## config.mk

```make
export PLATFORM = sky130hd
export DESIGN_NAME = rvh_l1d_ld_wb_buf_flat
export DESIGN_NICKNAME = d
export VERILOG_FILES = /design/src/rtl/rvh_l1d_ld_wb_buf_if.sv /design/src/rtl/rvh_l1d_ld_wb_buf.sv /design/src/flat_wrapper.sv
export SDC_FILE = /design/constraint.sdc
export NUM_CORES = 2
export LEC_CHECK = 0
export CAP_MARGIN = 15
export CORE_UTILIZATION = 57
export CTS_CLUSTER_DIAMETER = 80
export DETAILED_ROUTE_END_ITERATION = 6
export PLACE_DENSITY = 0.84
export SYNTH_ARGS = -nofsm -noshare
export SYNTH_HDL_FRONTEND = slang
export SYNTH_SLANG_ARGS = --single-unit
```

## constraint.sdc

```tcl
create_clock -name clk -period 10.37 [get_ports clk]
set_input_delay 2.074 -clock clk [delete_from_list [all_inputs] [get_ports clk]]
set_output_delay 2.074 -clock clk [all_outputs]
set_load 0.05 [all_outputs]
```

## src/rtl/rvh_l1d_ld_wb_buf_if.sv

```systemverilog
`default_nettype none
// ============================================================================
// Module : rvh_l1d_ld_wb_buf_if
// Bundles the bank-response, integer-writeback and PTW channels of the buffer.
// Rev    : 1.0
// ============================================================================
interface rvh_l1d_ld_wb_buf_if #(
  parameter int N_IN       = 2,
  parameter int N_WB       = 1,
  parameter int XLEN       = 64,
  parameter int SEG_W      = 128,
  parameter int ROB_TAG_W  = 6,
  parameter int PREG_TAG_W = 7,
  parameter int PTW_ID_W   = 6
);
  localparam int OFF_W = $clog2(SEG_W / 8);

  logic [N_IN-1:0]                 in_vld_i;
  logic                            in_rdy_o;
  logic [N_IN-1:0][SEG_W-1:0]      in_seg_i;
  logic [N_IN-1:0][OFF_W-1:0]      in_off_i;
  logic [N_IN-1:0][1:0]            in_size_i;
  logic [N_IN-1:0]                 in_unsigned_i;
  logic [N_IN-1:0]                 in_is_ptw_i;
  logic [N_IN-1:0]                 in_from_mlfb_i;
  logic [N_IN-1:0][ROB_TAG_W-1:0]  in_rob_tag_i;
  logic [N_IN-1:0][PREG_TAG_W-1:0] in_prd_i;

  logic [N_WB-1:0]                 wb_vld_o;
  logic [N_WB-1:0]                 wb_rdy_i;
  logic [N_WB-1:0][ROB_TAG_W-1:0]  wb_rob_tag_o;
  logic [N_WB-1:0][PREG_TAG_W-1:0] wb_prd_o;
  logic [N_WB-1:0][XLEN-1:0]       wb_data_o;
  logic [N_WB-1:0]                 wb_from_mlfb_o;

  logic                            ptw_vld_o;
  logic                            ptw_rdy_i;
  logic [PTW_ID_W-1:0]             ptw_id_o;
  logic [XLEN-1:0]                 ptw_pte_o;

  modport slave (
    input  in_vld_i, in_seg_i, in_off_i, in_size_i, in_unsigned_i,
           in_is_ptw_i, in_from_mlfb_i, in_rob_tag_i, in_prd_i,
    output in_rdy_o,
    output wb_vld_o, wb_rob_tag_o, wb_prd_o, wb_data_o, wb_from_mlfb_o,
    input  wb_rdy_i,
    output ptw_vld_o, ptw_id_o, ptw_pte_o,
    input  ptw_rdy_i
  );

  modport master (
    output in_vld_i, in_seg_i, in_off_i, in_size_i, in_unsigned_i,
           in_is_ptw_i, in_from_mlfb_i, in_rob_tag_i, in_prd_i,
    input  in_rdy_o,
    input  wb_vld_o, wb_rob_tag_o, wb_prd_o, wb_data_o, wb_from_mlfb_o,
    output wb_rdy_i,
    input  ptw_vld_o, ptw_id_o, ptw_pte_o,
    output ptw_rdy_i
  );
endinterface
`default_nettype wire

```

## src/rtl/rvh_l1d_ld_wb_buf.sv

```systemverilog
`default_nettype none
// ============================================================================
// Module : rvh_l1d_ld_wb_buf
// In-order load-writeback FIFO: extracts/extends load data at enqueue and
// drains it through N_WB writeback ports plus one PTW port.
// Rev    : 1.0
// ============================================================================
module rvh_l1d_ld_wb_buf #(
  parameter int N_IN       = 2,
  parameter int N_WB       = 1,
  parameter int DEPTH      = 8,
  parameter int XLEN       = 64,
  parameter int SEG_W      = 128,
  parameter int ROB_TAG_W  = 6,
  parameter int PREG_TAG_W = 7,
  parameter int PTW_ID_W   = 6
) (
  input  logic               clk,
  input  logic               rst,
  input  logic               flush_i,
  rvh_l1d_ld_wb_buf_if.slave bus
);
  localparam int PTR_W = $clog2(DEPTH);
  localparam int CNT_W = PTR_W + 1;

  logic [XLEN-1:0]       ent_data_q [DEPTH];
  logic [XLEN-1:0]       ent_data_d [DEPTH];
  logic [ROB_TAG_W-1:0]  ent_rob_q  [DEPTH];
  logic [ROB_TAG_W-1:0]  ent_rob_d  [DEPTH];
  logic [PREG_TAG_W-1:0] ent_prd_q  [DEPTH];
  logic [PREG_TAG_W-1:0] ent_prd_d  [DEPTH];
  logic [DEPTH-1:0]      ent_mlfb_q, ent_mlfb_d;
  logic [DEPTH-1:0]      ent_ptw_q,  ent_ptw_d;
  logic [PTR_W-1:0]      head_q, head_d;
  logic [PTR_W-1:0]      tail_q, tail_d;
  logic [CNT_W-1:0]      count_q, count_d;

  logic                  in_rdy;
  logic [XLEN-1:0]       raw      [N_IN];
  logic [XLEN-1:0]       ext_data [N_IN];
  logic [CNT_W-1:0]      enq_cnt;
  logic [CNT_W-1:0]      deq_cnt;
  logic [PTR_W-1:0]      slot;
  logic [N_WB-1:0]       wb_vld;
  logic [PTR_W-1:0]      wb_idx [N_WB];
  logic                  wb_prev;
  logic                  wb_run;
  logic                  ptw_vld;

  // Ready looks only at the registered occupancy, never at this cycle's drain.
  assign in_rdy = (CNT_W'(DEPTH) - count_q) >= CNT_W'(N_IN);

  always_comb begin
    for (int c = 0; c < N_IN; c++) begin
      raw[c]      = XLEN'(bus.in_seg_i[c] >> {bus.in_off_i[c], 3'b000});
      ext_data[c] = raw[c];
      if (!bus.in_is_ptw_i[c]) begin
        case (bus.in_size_i[c])
          2'd0:    ext_data[c] = {{(XLEN-8){~bus.in_unsigned_i[c] & raw[c][7]}},   raw[c][7:0]};
          2'd1:    ext_data[c] = {{(XLEN-16){~bus.in_unsigned_i[c] & raw[c][15]}}, raw[c][15:0]};
          2'd2:    ext_data[c] = {{(XLEN-32){~bus.in_unsigned_i[c] & raw[c][31]}}, raw[c][31:0]};
          default: ext_data[c] = raw[c];
        endcase
      end
    end
  end

  // Accepted channels pack into consecutive slots from tail, lowest index first.
  always_comb begin
    ent_data_d = ent_data_q;
    ent_rob_d  = ent_rob_q;
    ent_prd_d  = ent_prd_q;
    ent_mlfb_d = ent_mlfb_q;
    ent_ptw_d  = ent_ptw_q;
    enq_cnt    = '0;
    slot       = tail_q;
    for (int c = 0; c < N_IN; c++) begin
      if (bus.in_vld_i[c] && in_rdy && !flush_i) begin
        slot             = tail_q + enq_cnt[PTR_W-1:0];
        ent_data_d[slot] = ext_data[c];
        ent_rob_d[slot]  = bus.in_rob_tag_i[c];
        ent_prd_d[slot]  = bus.in_prd_i[c];
        ent_mlfb_d[slot] = bus.in_from_mlfb_i[c];
        ent_ptw_d[slot]  = bus.in_is_ptw_i[c];
        enq_cnt          = enq_cnt + CNT_W'(1);
      end
    end
  end

  always_comb begin
    wb_vld  = '0;
    wb_prev = 1'b1;
    wb_run  = 1'b1;
    deq_cnt = '0;
    for (int k = 0; k < N_WB; k++) begin
      wb_idx[k] = head_q + PTR_W'(k);
      wb_vld[k] = wb_prev && (count_q > CNT_W'(k)) && !ent_ptw_q[wb_idx[k]];
      wb_prev   = wb_vld[k];
      // Only the unbroken prefix of handshakes retires; later fires are ignored.
      if (wb_run && wb_vld[k] && bus.wb_rdy_i[k]) begin
        deq_cnt = deq_cnt + CNT_W'(1);
      end else begin
        wb_run = 1'b0;
      end
    end
    ptw_vld = (count_q != '0) && ent_ptw_q[head_q];
    if (ptw_vld && bus.ptw_rdy_i) begin
      deq_cnt = CNT_W'(1);
    end
  end

  always_comb begin
    head_d  = head_q + deq_cnt[PTR_W-1:0];
    tail_d  = tail_q + enq_cnt[PTR_W-1:0];
    count_d = count_q + enq_cnt - deq_cnt;
    if (flush_i) begin
      head_d  = '0;
      tail_d  = '0;
      count_d = '0;
    end
  end

  always_ff @(posedge clk) begin
    if (rst) begin
      head_q     <= '0;
      tail_q     <= '0;
      count_q    <= '0;
      ent_mlfb_q <= '0;
      ent_ptw_q  <= '0;
      for (int i = 0; i < DEPTH; i++) begin
        ent_data_q[i] <= '0;
        ent_rob_q[i]  <= '0;
        ent_prd_q[i]  <= '0;
      end
    end else begin
      head_q     <= head_d;
      tail_q     <= tail_d;
      count_q    <= count_d;
      ent_mlfb_q <= ent_mlfb_d;
      ent_ptw_q  <= ent_ptw_d;
      ent_data_q <= ent_data_d;
      ent_rob_q  <= ent_rob_d;
      ent_prd_q  <= ent_prd_d;
    end
  end

  assign bus.in_rdy_o = in_rdy;
  assign bus.wb_vld_o = wb_vld;

  for (genvar k = 0; k < N_WB; k++) begin : g_wb_port
    assign bus.wb_data_o[k]      = ent_data_q[wb_idx[k]];
    assign bus.wb_rob_tag_o[k]   = ent_rob_q[wb_idx[k]];
    assign bus.wb_prd_o[k]       = ent_prd_q[wb_idx[k]];
    assign bus.wb_from_mlfb_o[k] = ent_mlfb_q[wb_idx[k]];
  end

  // The ROB tag field doubles as the PTW request id.
  assign bus.ptw_vld_o = ptw_vld;
  assign bus.ptw_id_o  = PTW_ID_W'(ent_rob_q[head_q]);
  assign bus.ptw_pte_o = ent_data_q[head_q];

endmodule
`default_nettype wire

```

## src/flat_wrapper.sv

```systemverilog
// flat-port wrapper written by rule: the top's interface ports become plain ports
module rvh_l1d_ld_wb_buf_flat 
#(
  parameter int N_IN       = 2,
  parameter int N_WB       = 1,
  parameter int DEPTH      = 8,
  parameter int XLEN       = 64,
  parameter int SEG_W      = 128,
  parameter int ROB_TAG_W  = 6,
  parameter int PREG_TAG_W = 7,
  parameter int PTW_ID_W   = 6
)
  (clk, rst, flush_i, bus_in_vld_i, bus_in_seg_i, bus_in_off_i, bus_in_size_i, bus_in_unsigned_i, bus_in_is_ptw_i, bus_in_from_mlfb_i, bus_in_rob_tag_i, bus_in_prd_i, bus_in_rdy_o, bus_wb_vld_o, bus_wb_rob_tag_o, bus_wb_prd_o, bus_wb_data_o, bus_wb_from_mlfb_o, bus_wb_rdy_i, bus_ptw_vld_o, bus_ptw_id_o, bus_ptw_pte_o, bus_ptw_rdy_i);
  rvh_l1d_ld_wb_buf_if #(.N_IN(N_IN), .N_WB(N_WB), .XLEN(XLEN), .SEG_W(SEG_W), .ROB_TAG_W(ROB_TAG_W), .PREG_TAG_W(PREG_TAG_W), .PTW_ID_W(PTW_ID_W)) bus_i ();
  input  logic clk;
  input  logic rst;
  input  logic flush_i;
  input wire logic [$bits(bus_i.in_vld_i)-1:0] bus_in_vld_i;
  input wire logic [$bits(bus_i.in_seg_i)-1:0] bus_in_seg_i;
  input wire logic [$bits(bus_i.in_off_i)-1:0] bus_in_off_i;
  input wire logic [$bits(bus_i.in_size_i)-1:0] bus_in_size_i;
  input wire logic [$bits(bus_i.in_unsigned_i)-1:0] bus_in_unsigned_i;
  input wire logic [$bits(bus_i.in_is_ptw_i)-1:0] bus_in_is_ptw_i;
  input wire logic [$bits(bus_i.in_from_mlfb_i)-1:0] bus_in_from_mlfb_i;
  input wire logic [$bits(bus_i.in_rob_tag_i)-1:0] bus_in_rob_tag_i;
  input wire logic [$bits(bus_i.in_prd_i)-1:0] bus_in_prd_i;
  output wire logic [$bits(bus_i.in_rdy_o)-1:0] bus_in_rdy_o;
  output wire logic [$bits(bus_i.wb_vld_o)-1:0] bus_wb_vld_o;
  output wire logic [$bits(bus_i.wb_rob_tag_o)-1:0] bus_wb_rob_tag_o;
  output wire logic [$bits(bus_i.wb_prd_o)-1:0] bus_wb_prd_o;
  output wire logic [$bits(bus_i.wb_data_o)-1:0] bus_wb_data_o;
  output wire logic [$bits(bus_i.wb_from_mlfb_o)-1:0] bus_wb_from_mlfb_o;
  input wire logic [$bits(bus_i.wb_rdy_i)-1:0] bus_wb_rdy_i;
  output wire logic [$bits(bus_i.ptw_vld_o)-1:0] bus_ptw_vld_o;
  output wire logic [$bits(bus_i.ptw_id_o)-1:0] bus_ptw_id_o;
  output wire logic [$bits(bus_i.ptw_pte_o)-1:0] bus_ptw_pte_o;
  input wire logic [$bits(bus_i.ptw_rdy_i)-1:0] bus_ptw_rdy_i;
  assign bus_i.in_vld_i = bus_in_vld_i;
  assign bus_i.in_seg_i = bus_in_seg_i;
  assign bus_i.in_off_i = bus_in_off_i;
  assign bus_i.in_size_i = bus_in_size_i;
  assign bus_i.in_unsigned_i = bus_in_unsigned_i;
  assign bus_i.in_is_ptw_i = bus_in_is_ptw_i;
  assign bus_i.in_from_mlfb_i = bus_in_from_mlfb_i;
  assign bus_i.in_rob_tag_i = bus_in_rob_tag_i;
  assign bus_i.in_prd_i = bus_in_prd_i;
  assign bus_in_rdy_o = bus_i.in_rdy_o;
  assign bus_wb_vld_o = bus_i.wb_vld_o;
  assign bus_wb_rob_tag_o = bus_i.wb_rob_tag_o;
  assign bus_wb_prd_o = bus_i.wb_prd_o;
  assign bus_wb_data_o = bus_i.wb_data_o;
  assign bus_wb_from_mlfb_o = bus_i.wb_from_mlfb_o;
  assign bus_i.wb_rdy_i = bus_wb_rdy_i;
  assign bus_ptw_vld_o = bus_i.ptw_vld_o;
  assign bus_ptw_id_o = bus_i.ptw_id_o;
  assign bus_ptw_pte_o = bus_i.ptw_pte_o;
  assign bus_i.ptw_rdy_i = bus_ptw_rdy_i;
  rvh_l1d_ld_wb_buf #(.N_IN(N_IN), .N_WB(N_WB), .DEPTH(DEPTH), .XLEN(XLEN), .SEG_W(SEG_W), .ROB_TAG_W(ROB_TAG_W), .PREG_TAG_W(PREG_TAG_W), .PTW_ID_W(PTW_ID_W)) u_core (.clk(clk), .rst(rst), .flush_i(flush_i), .bus(bus_i));
endmodule
```

==> impl_metrics.tcl <==
set metrics [dict create \
    status "finished, violations left" \
    violations "DRC" \
    arrival_ps 4230 \
    yosysTopAreaCellShare_pct 31.1 \
    critPathMaxFanout 106 \
    synth_cell_types 72 \
    min_from "u_core.ent_prd_q[15]" \
    hold_end "u_core.ent_prd_q[15]" \
    antenna_found_initial 8 \
    fp.dieH_um 271 \
    synth_seq_cells 642 \
    leakagePower_uw 0.0164 \
    start_kind "register" \
    syn_area_sq_um 41300 \
    via_per_inst 7.47 \
    die_w_um 271 \
    yosys_warnings 0 \
    vdd_drop_max_v 0.000202 \
    min_period_ps 6300 \
    drive_gt1_share_pct 16.3 \
    dr.pass1.iters 7 \
    finalHoldViolations 0 \
    insertion_delay_ps 660 \
    cp_num_buf_inv 2 \
    io_buffers 457 \
    max_freq_mhz 159 \
    pwr_density_cell_nw_per_um2 176 \
    routedWlPerCell_um 29.3 \
    synth_fp_nets 4883 \
    routed_wl_mm 165 \
    drt-initial-drc-count 7137 \
    tritoncts "yes" \
    rows 98 \
    synth.area.mux_share_pct 24.3 \
    hpwl_mm 97.6 \
    cts_resized 0 \
    cpMaxStageDelayCell "dfxtp_4" \
    reg2reg_setup_slack_ps 5590 \
    synthTopCellsByArea "dfxtp_1, mux4_2, o21ai_0" \
    grt_max_degree 107 \
    start_util_pct 57.7 \
    synthArstFlopShare_pct 0 \
    cts-root-buf "clkbuf_16" \
    cp.required_ps 8300 \
    vias 41900 \
    crit_path_end_kind "output port" \
    fin_skew_ps 25.7 \
    grt_pass1_vias 40100 \
    cts_sinks 642 \
    hold_depth 2 \
    criticalPathCategory "register to output port" \
    synth_edf_count 0 \
    synthCells 4560 \
    cts_hold_buf 0 \
    hp-class "register to register" \
    path_cells "buf_12 -> mux4_2 -> mux2i_1 -> a21boi_0 -> clkdlybuf4s50_1" \
    cts_setup_buffers 0 \
    finalNetCount 4925 \
    track_usage_pct 43.0 \
    setup_viol 0 \
    synthAdderAreaFrac_pct 0.520 \
    numCtsBuffers 69 \
    seq_area_frac_synth_pct 31.1 \
    cpPeakStageDelay_ps 940 \
    rr_endpoint "u_core.ent_data_q[330]" \
    synthSimpleGateAreaFrac_pct 11.8 \
    synth_xor_area_share_pct 0.127 \
    fin_crit_sh_pct 60.7 \
    grt_pass1_wl_mm 244 \
    tightest_slew_ps 1280 \
    drc 4 \
    fp.coreArea_sq_um 71600 \
    max_cap_viol_count 0 \
    synth_largest_area_cell "dfxtp_1" \
    synth_ff_type "dfxtp_1" \
    syn2layout_area_growth_pct 15.5 \
    setup_tns_ps 0 \
    synth_top_family_by_area "compound AO/OA/AOI/OAI gates" \
    antenna_left 0 \
    maxSlewHeadroom_pct 14.2 \
    htree_num_levels 3 \
    syn_area_per_cell_sq_um 9.07 \
    worst_path_dominant_cell_family "buffers and inverters" \
    clk_pin_slew_worst_paths_ps 70 \
    synth_compound_area_share_pct 25.2 \
    io_pins 458 \
    rsz0062_at_grt "false" \
    cts_max_path_buffers 3 \
    dieArea_sq_um 73600 \
    slew_viol_final 0 \
    routabilityCongestion 1.01 \
    hold_slack_ps 484 \
    overflow 0 \
    reg2regPathDepth 14 \
    timing.rr.start "u_core.count_q[0]" \
]
## layout by cell type (no fill, tap or decap), types with 30 or more instances in the layout
cell type,instances
o211ai_1,55
clkbuf_16,71
dfxtp_1,639
nor2b_1,31
a311oi_1,122
mux4_2,312
o21bai_1,196
o22ai_1,260
o21ai_0,526
mux2_2,127
and2_1,187
a21oi_1,270
buf_4,82
a22oi_1,30
a211oi_1,77
nor2_1,342
mux2i_1,156
nor3_1,36
nand2_1,371
clkdlybuf4s50_1,450
## synthesized netlist by cell type (all sizes together), types with 15 or more instances
master	number
o211ai	55
o21bai	196
mux2i	157
buf	260
and2	190
a21oi	279
inv	18
dfxtp	642
clkbuf	310
a22oi	30
nor2b	33
mux4	313
o22ai	261
a211oi	101
o21ai	540
nor3	44
nand2	379
nor2	362
a311oi	122
a22o	15
o221ai	16
mux2	127
## registers in the layout, summed over array words and instances (netlist names)
register and flops:
u_core.head_q 3, u_core.count_q 4, u_core.ent_prd_q 56, u_core.tail_q 3, u_core.ent_rob_q 48, u_core.ent_mlfb_q 8
u_core.ent_ptw_q 8, u_core.ent_data_q 512
## worst max path at each step
stage,startpoint,to,slack [ps],cells past startpoint
global placement,bus_in_off_i[1],u_core.ent_data_q[118],4160,9
global route,u_core.head_q[0],bus_wb_vld_o,4020,5
finish,u_core.head_q[1],bus_wb_vld_o,4070,5
floorplan,u_core.head_q[0],bus_wb_data_o[26],5570,6
detailed placement,bus_in_off_i[1],u_core.ent_data_q[55],4120,9
CTS,u_core.head_q[0],bus_wb_vld_o,4120,5
## cell type report
cell class / count / area [sq um]
multi-input cells: 3329 / 26000
fillers: 5478 / 23800
flip-flops and latches: 642 / 12900
repair buffers: 541 / 5220
clock buffers: 103 / 2090
well taps: 950 / 1190
clock inverters: 25 / 358
inverters: 19 / 71.3
diodes: 5 / 12.5
## worst min-delay path: cells and delay by family (launching register included)
kind	cells	cell delay [ps]
AND/OR/NAND/NOR	1	50
AO/OA/AOI/OAI	1	70
flip-flops	1	310
## per-stage QoR
stage          power, uW  instance area (sq um)  instances  util (%)  setup slack [ps]
3_3_place_gp        5640                  45300       5476      63.2              4160
4_1_cts             8290                  47700       5605      66.6              4120
6_report            8410                  47800       5614      66.7              4070
3_5_place_dp        5680                  45300       5477      63.2              4120
5_1_grt             8600                  47800       5611      66.7              4020
2_1_floorplan       4760                  41300       4560         -              5570
## logic make-up after synthesis
kind of cell    count (synthesis)
xor+xnor                        6
buf+inv                       589
flops                         642
fa+ha+maj                      16
mux                           597
simple gates                 1065
compound gates               1645
## power breakdown
group / total [uW] / internal (uW) / switching [uW]
clock network: 2670 / 1560 / 1110
registers: 2730 / 2630 / 101
logic: 3010 / 1050 / 1950
## metal layers
| layer | up-vias | wire length (um) | global-route usage [%] |
|---|---|---|---|
| li1 | 17100 | - | - |
| met1 | 19600 | 53800 | 51.5 |
| met2 | 4079 | 69200 | 63.5 |
| met3 | 1114 | 27000 | 15.2 |
| met4 | 2 | 14600 | 32.1 |
| met5 | - | 10 | 0 |
No activity file was read; power rests on OpenSTA's default activity.
